[src/rtl/seg_scan_display.sv]
// Time-multiplexed 7-segment (+DP) display scanner with per-slot PWM brightness,
// per-digit blink and a frame-synchronous double-buffered load interface.
module seg_scan_display #(
  parameter int NUM_DIGITS   = 4,
  parameter int SCAN_DIV     = 262144,
  parameter int BRIGHT_BITS  = 4,
  parameter int BLINK_FRAMES = 64
) (
  input  logic                    clk,
  input  logic                    rst_n,
  input  logic [8*NUM_DIGITS-1:0] seg_in,
  input  logic                    load,
  output logic                    ready,
  input  logic [BRIGHT_BITS-1:0]  brightness,
  input  logic [NUM_DIGITS-1:0]   blink_mask,
  output logic [NUM_DIGITS-1:0]   an,
  output logic [7:0]              seg,
  output logic                    frame_start
);

  localparam int CNT_W = (SCAN_DIV > 2) ? $clog2(SCAN_DIV) : 1;
  localparam int DIG_W = (NUM_DIGITS > 1) ? $clog2(NUM_DIGITS) : 1;
  localparam int FR_W  = $clog2(2 * BLINK_FRAMES);
  localparam int CMP_W = CNT_W + BRIGHT_BITS;
  localparam int STEP  = SCAN_DIV >> BRIGHT_BITS;

  logic [CNT_W-1:0]        slot_cnt;
  logic [DIG_W-1:0]        digit_idx;
  logic [FR_W-1:0]         frame_cnt;
  logic [8*NUM_DIGITS-1:0] disp_reg;
  logic [8*NUM_DIGITS-1:0] pend_reg;

  logic                    slot_wrap;
  logic                    digit_last;
  logic                    boundary;
  logic [CMP_W-1:0]        thresh;
  logic                    in_window;
  logic                    blink_off;
  logic                    lit;
  logic [NUM_DIGITS-1:0]   an_next;
  logic [7:0]              seg_next;

  assign slot_wrap   = (slot_cnt == CNT_W'(SCAN_DIV - 1));
  assign digit_last  = (digit_idx == DIG_W'(NUM_DIGITS - 1));
  assign boundary    = slot_wrap && digit_last;
  assign frame_start = boundary;

  always_ff @(posedge clk or negedge rst_n) begin
    if (!rst_n) begin
      slot_cnt  <= '0;
      digit_idx <= '0;
    end else if (slot_wrap) begin
      slot_cnt  <= '0;
      digit_idx <= digit_last ? '0 : digit_idx + 1'b1;
    end else begin
      slot_cnt  <= slot_cnt + 1'b1;
    end
  end

  always_ff @(posedge clk or negedge rst_n) begin
    if (!rst_n) begin
      frame_cnt <= '0;
    end else if (boundary) begin
      frame_cnt <= (frame_cnt == FR_W'(2 * BLINK_FRAMES - 1)) ? '0 : frame_cnt + 1'b1;
    end
  end

  // Display register only changes on a frame boundary, so a frame is never torn.
  always_ff @(posedge clk or negedge rst_n) begin
    if (!rst_n) begin
      disp_reg <= '1;
      pend_reg <= '1;
      ready    <= 1'b1;
    end else if (boundary && !ready) begin
      disp_reg <= pend_reg;
      ready    <= 1'b1;
    end else if (load && ready) begin
      if (boundary) begin
        disp_reg <= seg_in;
      end else begin
        pend_reg <= seg_in;
        ready    <= 1'b0;
      end
    end
  end

  always_comb begin
    thresh    = CMP_W'(brightness) * CMP_W'(STEP);
    in_window = (&brightness) || ({{BRIGHT_BITS{1'b0}}, slot_cnt} < thresh);
    blink_off = (frame_cnt >= FR_W'(BLINK_FRAMES));
    lit       = (slot_cnt != '0) && (brightness != '0) && in_window &&
                !(blink_off && blink_mask[digit_idx]);
    an_next   = '1;
    seg_next  = 8'hFF;
    if (lit) begin
      an_next[digit_idx] = 1'b0;
      seg_next           = disp_reg[{digit_idx, 3'b000} +: 8];
    end
  end

  always_ff @(posedge clk or negedge rst_n) begin
    if (!rst_n) begin
      an  <= '1;
      seg <= 8'hFF;
    end else begin
      an  <= an_next;
      seg <= seg_next;
    end
  end

endmodule

[config.mk]
export PLATFORM = sky130hd
export DESIGN_NAME = seg_scan_display
export DESIGN_NICKNAME = d
export VERILOG_FILES = /design/src/rtl/seg_scan_display.sv
export SDC_FILE = /design/constraint.sdc
export NUM_CORES = 1
export LEC_CHECK = 0
export ABC_AREA = 0
export ABC_CLOCK_PERIOD_IN_PS = 5700
export CORE_MARGIN = 2
export CORE_UTILIZATION = 44
export DETAILED_ROUTE_END_ITERATION = 12
export PLACE_DENSITY = 0.67
export REMOVE_ABC_BUFFERS = 1
export SLEW_MARGIN = 20
export SYNTH_ARGS = -nofsm -noshare
export SYNTH_HDL_FRONTEND = slang
export SYNTH_SLANG_ARGS = --single-unit
export TNS_END_PERCENT = 5
[constraint.sdc]
create_clock -name clk -period 5.7 [get_ports clk]
set_clock_uncertainty 0.05 [all_clocks]
set_input_delay 0.57 -clock clk [delete_from_list [all_inputs] [get_ports clk]]
set_output_delay 0.57 -clock clk [all_outputs]
set_load 0.05 [all_outputs]
==> results_dict.tcl, run 1 <==
set metrics [dict create \
    hold_viol 0 \
    wl_per_cell_um 16.9 \
    vias 3277 \
    post-synth-top-count-cell "dfstp_2" \
    synth.largest_area_cell "dfstp_2" \
    finalWeightedCongestion 0.787 \
    dp.cells 579 \
    worst_setup_path_start_kind "flip-flop" \
    worst_pin_slew_ps 810 \
    synthCells 401 \
    cts.clk_slew.worst_paths_ps 70 \
    ys.flop_type "dfstp_2" \
    cts_made_buffers 9 \
    end_kind "primary output" \
    track_usage_pct 17.1 \
    clkPwrFrac_pct 39.1 \
    grt_max_degree 63 \
    syn_to_final_growth_pct 17.9 \
    grt_first_pass_wirelength_um 17200 \
    yosys_register_bits 104 \
    p_int_uw 1250 \
    fmax_mhz 253 \
    finalSetupViolations 0 \
    synth.distinct_cells 46 \
    io_buffers 56 \
    syn_area_um2 5130 \
    comb_power_share_pct 9.3 \
    place_area_um2 5730 \
    tns_ps 0 \
    drc 0 \
    cts_tree "yes" \
    rows 39 \
    relSlewSlack_pct 45.9 \
    synthArstFlopShare_pct 100 \
    p_per_area_nw_per_um2 267 \
    r2r_end "frame_cnt[4]" \
    synth.avg_cell_area_um2 12.8 \
    cp_slowest_cell "clkdlybuf4s50_1" \
    cts_setup_buffers 0 \
    wl_um 10100 \
    critPathMaxStageDelay_ps 960 \
    cts_hold_buf 0 \
    ir_drop_mv 0.158 \
    fin_nets 501 \
    die_w_um 112 \
    io_pins 57 \
    fp.dieH_um 112 \
    drtIter0Drc 137 \
    grt_pass1_vias 3471 \
    criticalPathCategory "flip-flop to primary output" \
    synth_mux_area_share_pct 13.8 \
    clockBufferDepth 2 \
    rr_worst_depth 7 \
    antenna_found_initial 0 \
    drv_cap 0 \
    cts-root-buf "clkbuf_16" \
    synth-compound-area-share_pct 10.4 \
    yosysTopAreaCellShare_pct 39.5 \
    drive_above_1_share_pct 33.4 \
    cts.sinks 104 \
    worstPathRequired_ps 5080 \
    r2r-start "slot_cnt[0]" \
    dr.pass1.iters 4 \
    synth-edff-count 0 \
    switchingPower_uw 358 \
    min_path_type "input pin to asynchronous set/reset pin" \
    n_antenna_cell 0 \
    pwr-share-seq_pct 51.6 \
    swShare_pct 22.2 \
    worstPathArrival_ps 3330 \
    cp_cell_sequence "ha_1 -> nand3_2 -> nor3_4 -> nand4_4 -> inv_2 -> clkdlybuf4s50_1" \
    coreArea_um2 11400 \
    ant_nets 0 \
    drv_slew 0 \
    p_leak_uw 0.00244 \
    synthSimpleGateAreaFrac_pct 13.6 \
    grt.overflow.total 0 \
    cts_resized 0 \
    viasPerCell 5.51 \
    yosysSeqAreaShare_pct 52.6 \
    fin_crit_ps 3950 \
    initial_utilization_pct 45.1 \
    synthTopCellsByArea "dfstp_2 39%, dfrtp_1 13%, mux2_4 8.8%" \
    synth_xor_area_share_pct 2.90 \
    hpwl_um 6380 \
    post-route-period-util_pct 69.4 \
    postLayoutCellArea_um2 6040 \
    final_cells 595 \
    yosys.area_share.adder_pct 2.68 \
    htree_num_levels 3 \
    synth_top_family_by_area "multiplexers" \
    design.die.area_um2 12500 \
    rrSetupSlack_ps 3160 \
    yosys_warnings 0 \
    crit_fanout 45 \
    clk_latency_ps 340 \
    status "complete, no violations" \
    synth_common_cells "77 x dfstp_2, 41 x o21ai_0, 30 x mux2_4" \
    rsz0062_at_grt "no" \
]
-- metrics by stage --
stage / util (%) / power (uW) / setup slack (ps) / hold WS (ps)
2_1_floorplan: - / 919 / 3290 / 224
3_3_place_gp: 50.4 / 991 / 2140 / 432
3_5_place_dp: 50.4 / 994 / 2050 / 430
4_1_cts: 53.1 / 1630 / 1670 / 199
5_1_grt: 53.2 / 1680 / 1480 / 220
6_report: 53.2 / 1610 / 1750 / 184
-- cell usage in the layout (no fill, tap or decap), drive strengths merged, types with 7 or more instances in the layout --
cell,Yosys,final
dfrtp,27,27
a2bb2oi,28,28
mux2,32,32
clkbuf,17,11
xor2,10,10
nand2,20,20
nand3b,28,28
inv,11,13
nand4,7,7
dfstp,77,77
nor2,15,15
and3,8,8
clkdlybuf4s50,0,55
o21ai,41,41
xnor2,7,7
mux4,9,9
nand2b,9,9
ha,11,11
-- how the worst max path moves through the flow --
stage	startpoint	to	slack [ps]	cells after the start
floorplan	slot_cnt[0]	frame_start	3290	5
global placement	digit_idx[0]	frame_start	2140	4
detailed placement	digit_idx[0]	frame_start	2050	4
CTS	digit_idx[0]	frame_start	1670	4
global route	digit_idx[0]	frame_start	1480	4
finish	slot_cnt[0]	frame_start	1750	6
-- cells by family after synthesis --
| logic type | after synthesis |
|---|---|
| multiplexers | 44 |
| flip-flops | 104 |
| buffers and inverters | 36 |
| adder cells (fa/ha/maj) | 11 |
| XOR/XNOR | 17 |
| AO/OA/AOI/OAI | 80 |
| AND/OR/NAND/NOR | 109 |
-- layer usage --
| layer | vias to the layer above | GRT usage (%) | share of wire, % | wire length [um] |
|---|---|---|---|---|
| li1 | 1550 | - | - | - |
| met1 | 1630 | 24.2 | 48 | 4840 |
| met2 | 81 | 26.5 | 46 | 4650 |
| met3 | 16 | 3.92 | 4.1 | 416 |
| met4 | 0 | 5.45 | 1.7 | 170 |
| met5 | - | 0 | 0 | 0 |
-- worst max-delay path: cells and delay by family, from the launching register on --
| kind | cells | cell delay [ps] |
|---|---|---|
| AND/OR/NAND/NOR | 3 | 740 |
| buffers and inverters | 2 | 1590 |
| adder cells (fa/ha/maj) | 1 | 230 |
| flip-flops | 1 | 410 |
-- power groups by stage --
stage	Sequential [uW]	Combinational (uW)	Clock (uW)
final	831	151	630
after global routing	837	165	678
after CTS	831	153	649
after detailed placement	842	152	0
after global placement	841	150	0
after floorplan	850	68.2	0
-- final cells by class --
| class | instances | area, um^2 |
|---|---|---|
| timing repair buffer | 60 | 588 |
| multi-input combinational | 261 | 2230 |
| inverter | 11 | 41.3 |
| fill | 995 | 5330 |
| clock inverter | 5 | 63.8 |
| clock buffer | 11 | 243 |
| tap | 143 | 179 |
| sequential | 104 | 2700 |
Power figures use the tool's default switching activity.
==> inputs of run 2 (changes only) <==
- ABC_CLOCK_PERIOD_IN_PS: 5700 -> 3640
- clock period: 5.7 -> 3.64 ns (I/O delays scaled with it)
==> results_dict.tcl, run 2 (same netlist as run 1, synthesis figures left out) <==
set metrics [dict create \
    status "complete, no violations" \
    relSlewSlack_pct 56.6 \
    drc 0 \
    fin_crit_ps 2900 \
    grt_pass1_vias 3388 \
    whs_path_depth 2 \
    hold_viol 0 \
    fp.dieH_um 112 \
    vias 3290 \
    syn_to_final_growth_pct 18.3 \
    postLayoutCellArea_um2 6060 \
    met1_usage_pct 24.2 \
    worstPathRequired_ps 3230 \
    ir_drop_mv 0.211 \
    r2r-start "slot_cnt[0]" \
    cts.sinks 104 \
    io_pins 57 \
    worstPathArrival_ps 2490 \
    clockBufferDepth 2 \
    whs_ps 435 \
    clk_latency_ps 340 \
    cts_tree "yes" \
    area.sequential_um2 2700 \
    cts-root-buf "clkbuf_16" \
    worst_setup_path_start_kind "flip-flop" \
    drv_cap 0 \
    post-route-period-util_pct 79.7 \
    ant_nets 0 \
    drtIter0Drc 107 \
    cts_resized 0 \
    place_area_um2 5770 \
    drive_above_1_share_pct 33.9 \
    multiInputGateArea_um2 2230 \
    io_buffers 56 \
    dr.pass1.iters 6 \
    hpwl_um 6740 \
    htree_num_levels 3 \
    finalSetupViolations 0 \
    r2r_end "frame_cnt[1]" \
    p_per_area_nw_per_um2 406 \
    final_cells 600 \
    mostFrequentLayoutCell "dfstp_2" \
    track_usage_pct 17.4 \
    wl_per_cell_um 17.2 \
    final_cell_mix "77 x dfstp_2, 54 x clkdlybuf4s50_1, 41 x o21ai_0" \
    rsz0062_at_grt "no" \
    cts.clk_slew.worst_paths_ps 60 \
    antenna_found_initial 0 \
    cp-startpoint "slot_cnt[0]" \
    die_w_um 112 \
    fillers 985 \
    finalWeightedCongestion 0.778 \
    grt_first_pass_wirelength_um 17400 \
    crit_fanout 29 \
    end_kind "primary output" \
    crit_end "frame_start" \
    rr_worst_depth 7 \
    dp.cells 584 \
    final_util_pct 53.3 \
    grtUsageMet3_pct 3.65 \
    busiest_layer "met2" \
    initial_utilization_pct 45.1 \
    drv_slew 0 \
    p_leak_uw 0.00247 \
    fmax_mhz 345 \
    n_antenna_cell 0 \
    design.die.area_um2 12500 \
    rows 39 \
    cts_setup_buffers 0 \
    met2_usage_pct 27.6 \
    grt_max_degree 45 \
    min_path_type "flip-flop to flip-flop" \
    viasPerCell 5.48 \
    coreArea_um2 11400 \
    grt.overflow.total 0 \
    fin_nets 507 \
    criticalPathCategory "flip-flop to primary output" \
    tns_ps 0 \
    wl_um 10300 \
    rrSetupSlack_ps 1200 \
    worst_pin_slew_ps 652 \
    cts_made_buffers 9 \
]
## run 2: cell count changes in the layout (fill, tap and decap cells not counted)
cell and change:
inv_6 -2, dlygate4sd3_1 +1, clkinvlp_4 -1, bufinv_16 -1
buf_4 +6, a21oi_2 -1, clkinv_2 +1, clkbuf_8 +2
clkdlybuf4s50_1 -1, a21oi_1 +1
## run 2: how the worst min path moves through the flow
stage | start | end | slack [ps]
floorplan | rst_n | digit_idx[0] | 20
global placement | rst_n | slot_cnt[5] | 280
detailed placement | rst_n | slot_cnt[5] | 280
CTS | disp_reg[31] | disp_reg[31] | 440
global route | disp_reg[16] | disp_reg[16] | 460
finish | disp_reg[31] | disp_reg[31] | 440
## run 2: stage by stage
| stage | power, uW | setup slack [ps] |
|---|---|---|
| 2_1_floorplan | 1440 | 1340 |
| 3_3_place_gp | 1550 | 1180 |
| 3_5_place_dp | 1560 | 1100 |
| 4_1_cts | 2500 | 724 |
| 5_1_grt | 2580 | 584 |
| 6_report | 2460 | 741 |
## run 2: repair_timing
item / CTS / global route
hold buffers: 1 / 0
endpoints found under the hold margin: 10 / 0
endpoints found under the setup margin: 0 / 0
## run 2: area by class of cell
| class | instances | share of cell area [%] |
|---|---|---|
| timing repair buffer | 66 | 10.4 |
| clock buffer | 13 | 4.46 |
| clock inverter | 2 | 0.227 |
| tap | 143 | 2.95 |
| sequential | 104 | 44.5 |
| multi-input combinational | 261 | 36.7 |
| inverter | 11 | 0.681 |
## run 2: power breakdown
group	switching [uW]	internal (uW)	leakage [uW]
Combinational	103	137	0.00116
Clock	406	517	0.000142
Sequential	33.0	1270	0.00117
Total	542	1920	0.00247
## run 2: worst max-delay path, stage by stage, from the launching register on
cell     delay (ps)
dfrtp_1         400
ha_1            220
nand3_2         160
nor3_4          400
nand4_4         200
inv_2           450
buf_4           300
## run 2: per-layer routing
layer  share of wire (%)  wire length (um)
met3                 3.5               367
met5                   0                 0
met2                  47              4860
met1                  48              4980
met4                 1.3               134
==> variant 1, RTL diff (settings of run 2) <==
`BRIGHT_BITS`: 4 -> 6.
--- a/src/rtl/seg_scan_display.sv
+++ b/src/rtl/seg_scan_display.sv
@@ -3,7 +3,7 @@
 module seg_scan_display #(
   parameter int NUM_DIGITS   = 4,
   parameter int SCAN_DIV     = 262144,
-  parameter int BRIGHT_BITS  = 4,
+  parameter int BRIGHT_BITS  = 6,
   parameter int BLINK_FRAMES = 64
 ) (
   input  logic                    clk,
Ports: changed (resized brightness); port bits go from 57 to 59. The function was not compared with the original's and may differ.
==> variant 1 against run 2 <==
  * Wire length rose by 2.3%
  * Largest cell class unchanged
  * Worst setup slack got worse by 72 ps
  * Via count rose by 7.4%
  * Cell count rose by 4.8%
  * Critical path type unchanged
  * Non-clock buffer count fell by 1
  * Synthesized cell count rose by 7.2%
  * Sequential cell count did not move
  * First-iteration DRC count rose by 66%
  * Critical path depth did not move
  * Design area rose by 0.14%
  * Synthesized area fell by 0.32%
  * Maximum frequency fell by 2.4%
Power is not compared: it rests on default switching activity, and its combinational part moved more than twofold at a synthesized area within 25%.
==> variant 1: results <==
[clock_network]
htreeDepth = 3
clkLatencyLatePin_ps = 340
cts-root-buf = clkbuf_16
clockBufferDepth = 2
cts_resized = 0
cts_setup_buffers = 0
numCtsBuffers = 9
clkTransAtPathRegs_ps = 70

[synth]
async_reset_ff_share_pct = 100
synthAdderAreaFrac_pct = 3.18
synthTopCellsByCount = 77 x dfstp_2, 39 x o21ai_0, 29 x nand2_1, 29 x nand3b_1, 28 x a2bb2oi_1
ys_types = 44
synth_edf_count = 0
ys_seq_area_share_pct = 52.8
yosys_warnings = 0
synth.avg_cell_area_sq_um = 11.9
yosys-top-cells-area = dfstp_2 40%, dfrtp_1 13%, mux2_2 5.7%
synth_compound_area_share_pct = 10.7
muxShareOfSynthArea_pct = 12.0
synthXorXnorAreaFrac_pct = 2.74

[detailed_routing]
wl_per_cell_um = 16.8
drt_iter0_drc = 178
viasPerCell = 5.62
drt_first_pass_iters = 4
num_vias = 3533

[placement]
dp_hpwl_um = 6900
pre_cts_slack_ps = 1040
port_buffers = 58
placed_cells = 613
gp_congestion = 0.805
dpl_cell_area_sq_um = 5780

[global_route]
grt_max_degree = 88
antenna_found_initial = 0
grt_pass1_wl_um = 18100
grt_pass1_vias = 3588
grtUsageTotal_pct = 18.1

[critical_path]
reg2reg_to = ready
worstSetupEndpoint = frame_start
timing.rr.start = slot_cnt[0]
rrSetupSlack_ps = 1070
r2r_cells = 7
critPathMaxFanout = 24
crit_path_start_kind = register
cp_data_arrival_time_ps = 2560

[finish]
layout-drive-gt1-share_pct = 31.1
n_fill_cell = 1008
fin_util_pct = 53.4
n_antenna_cell = 0
nNetsFinal = 539

[status]
outcome = completed

[sta]
post-route-min-period_ps = 2970
tightest_slew_ps = 773

[min_path]
hp-class = primary input to async pin

[power_and_ir_drop]
peakVddDrop_mv = 0.222
p_leak_nw = 2.40
variant 1: cell types whose count changed in the layout (fill, tap and decap cells not counted), sizes merged, moves of 3 or more:
cell / before / now
a21oi: 2 / 6
and2: 0 / 4
and3: 8 / 4
and4: 6 / 2
clkbuf: 13 / 10
inv: 11 / 18
nand2: 20 / 29
nand2b: 9 / 1
nand3: 6 / 14
nor2: 15 / 25
variant 1: final cells by class:
| cell class | instances | area share (%) |
|---|---|---|
| clock inverter | 6 | 0.804 |
| sequential | 104 | 44.4 |
| multi-input combinational | 286 | 36.5 |
| clock buffer | 10 | 3.94 |
| inverter | 15 | 0.927 |
| tap | 143 | 2.95 |
| timing repair buffer | 65 | 10.4 |
variant 1: worst max-delay path, cell delays in order, from the launching register on:
cell     delay (ps)
dfrtp_1         420
ha_1            220
nand3_1         220
nor3_4          440
nand4_4         210
inv_2           420
buf_4           290
variant 1: layer usage:
layer	GRT usage, %	up-vias	routed length, um
met5	0	-	0
met4	3.54	0	102
met3	4.84	10	479
met2	29.8	79	5260
met1	24.3	1797	4740
li1	-	1647	-
variant 1: how the worst min path moves through the flow:
| stage | slack, ps | cells past startpoint | start | end |
|---|---|---|---|---|
| 6_report | 20 | 1 | rst_n | frame_cnt[6] |
| 5_1_grt | 90 | 1 | rst_n | frame_cnt[4] |
| 4_1_cts | 220 | 1 | rst_n | slot_cnt[16] |
| 3_5_place_dp | 420 | 2 | disp_reg[31] | disp_reg[31] |
| 3_3_place_gp | 430 | 1 | frame_cnt[5] | frame_cnt[5] |
| 2_1_floorplan | 20 | 0 | rst_n | digit_idx[0] |
variant 1: where the power goes:
part	switching [mW]	internal [mW]
sequential	0.0000531	1.16
combinational	0.0457	0.0518
clock	0.444	0.492
variant 1: cell families after synthesis:
kind of cell	after synthesis
AND/OR/NAND/NOR	131
flip-flops	104
AO/OA/AOI/OAI	82
multiplexers	44
buffers and inverters	40
XOR/XNOR	16
adder cells (fa/ha/maj)	13
==> variant 2, RTL diff (flow settings as in run 2) <==
Made on the original files. Make the reset (`rst_n`) synchronous in 4 clocked blocks.
--- a/src/rtl/seg_scan_display.sv
+++ b/src/rtl/seg_scan_display.sv
@@ -45,7 +45,7 @@
   assign boundary    = slot_wrap && digit_last;
   assign frame_start = boundary;
 
-  always_ff @(posedge clk or negedge rst_n) begin
+  always_ff @(posedge clk) begin
     if (!rst_n) begin
       slot_cnt  <= '0;
       digit_idx <= '0;
@@ -57,7 +57,7 @@
     end
   end
 
-  always_ff @(posedge clk or negedge rst_n) begin
+  always_ff @(posedge clk) begin
     if (!rst_n) begin
       frame_cnt <= '0;
     end else if (boundary) begin
@@ -66,7 +66,7 @@
   end
 
   // Display register only changes on a frame boundary, so a frame is never torn.
-  always_ff @(posedge clk or negedge rst_n) begin
+  always_ff @(posedge clk) begin
     if (!rst_n) begin
       disp_reg <= '1;
       pend_reg <= '1;
@@ -98,7 +98,7 @@
     end
   end
 
-  always_ff @(posedge clk or negedge rst_n) begin
+  always_ff @(posedge clk) begin
     if (!rst_n) begin
       an  <= '1;
       seg <= 8'hFF;
Function: differs if rst_n is asserted again (counterexample within 4 cycles, from zero or initial values and one cycle with rst_n low); with rst_n held inactive, the same outputs for 10 cycles.
==> variant 2 against run 2 <==
  * Synthesized cell count is 41% higher
  * Count of clock-buffer cells in the layout is 2 lower
  * Design area is 1.6% lower
  * Worst hold slack better by 11 ps
  * Synthesized area is 1.9% lower
  * Sequential share of layout area is 9.6 points lower
  * Worst setup slack worse by 120 ps
  * Wire length is 10% higher
  * Power is 5.9% lower
  * Sequential cell count stayed put
  * Critical endpoint unchanged
  * Register-to-register slack hardly changed
  * Via count is 28% higher
==> variant 2: results <==
[power_and_ir_drop]
peakVddDrop_mv = 0.297
p_leak_nw = 2.31

[synth]
synth.avg_cell_area_sq_um = 8.90
async_reset_ff_share_pct = 0
yosys-top-cells-area = dfxtp_1 41%, mux2i_1 6.8%, nor2_1 6.1%
ys_seq_area_share_pct = 41.4
synth-main-ff-cell = dfxtp_1

[status]
outcome = completed

[sta]
tightest_slew_ps = 1060

[placement]
gp_congestion = 0.825
dpl_cell_area_sq_um = 5690
placed_cells = 734
dp_hpwl_um = 7900

[critical_path]
critPathMaxFanout = 11
cp_data_arrival_time_ps = 2610
critPathLaunch = slot_cnt[8]

[detailed_routing]
drt_first_pass_iters = 4
drt_iter0_drc = 300

[finish]
nNetsFinal = 656
final-instance-count-excl-fill = 749
n_fill_cell = 1018

[min_path]
hp-start = disp_reg[30]

[global_route]
gr-usage-met1_pct = 23.7
grtUsageMet2_pct = 33.7
grt_pass1_vias = 4036
grt_max_degree = 41
grtUsageTotal_pct = 19.4
gr-usage-met3_pct = 3.34
variant 2: cell types whose count changed in the layout (fill, tap and decap cells not counted), sizes merged, moves of 33 or more:
cell	change
dfxtp	+104
dfstp	-77
nor2	+67
inv	+35
a31oi	+33
variant 2: logic make-up after synthesis:
family / after synthesis / synth area share, %
compound gates: 116 / 16.4
xor+xnor: 10 / 1.74
buf+inv: 90 / 7.34
fa+ha+maj: 11 / 2.74
flops: 104 / 41.4
mux: 43 / 10.8
simple gates: 191 / 19.5
variant 2: area by class of cell:
cell class                      instances  share of cell area, %
Multi-Input combinational cell        371                   43.4
Timing Repair Buffer                   70                   11.2
Clock buffer                           11                   4.07
Tap cell                              143                   3.00
Inverter                               46                   2.89
Sequential cell                       104                   34.9
Clock inverter                          4                  0.524
variant 2: stage by stage:
step	worst slack, ps	hold slack [ps]	setup TNS (ps)	total power, mW
2_1_floorplan	-57.2	393	-1830	1.34
3_3_place_gp	1010	425	0	1.44
3_5_place_dp	959	440	0	1.45
4_1_cts	572	453	0	2.34
5_1_grt	433	471	0	2.41
6_report	618	446	0	2.32
variant 2: path summary, 6_finish.rpt:
| path | end | slack [ps] | cells past startpoint |
|---|---|---|---|
| worst max-delay path | frame_start | 620 | 4 |
| worst min-delay path | disp_reg[30] | 450 | 2 |
| worst min register to register | disp_reg[30] | 450 | 2 |
| worst max register to register | slot_cnt[9] | 1200 | 5 |
variant 2: metal layers:
layer  wire (um)  share of wire [%]
met2        5810                 51
met3         331                2.9
met1        5090                 45
met5           0                  0
met4         202                1.8
variant 2: tightest hold or removal path: cells and delay by family, from the launching register on:
family	cells	cell delay, ps
flip-flops	1	310
AO/OA/AOI/OAI	1	80
buffers and inverters	1	50
variant 2: power breakdown:
part           leakage, nW  switching, mW  internal, mW
registers            0.847         0.0225          1.17
clock network        0.124          0.420         0.480
logic                 1.34          0.121         0.111
total                 2.31          0.564          1.76
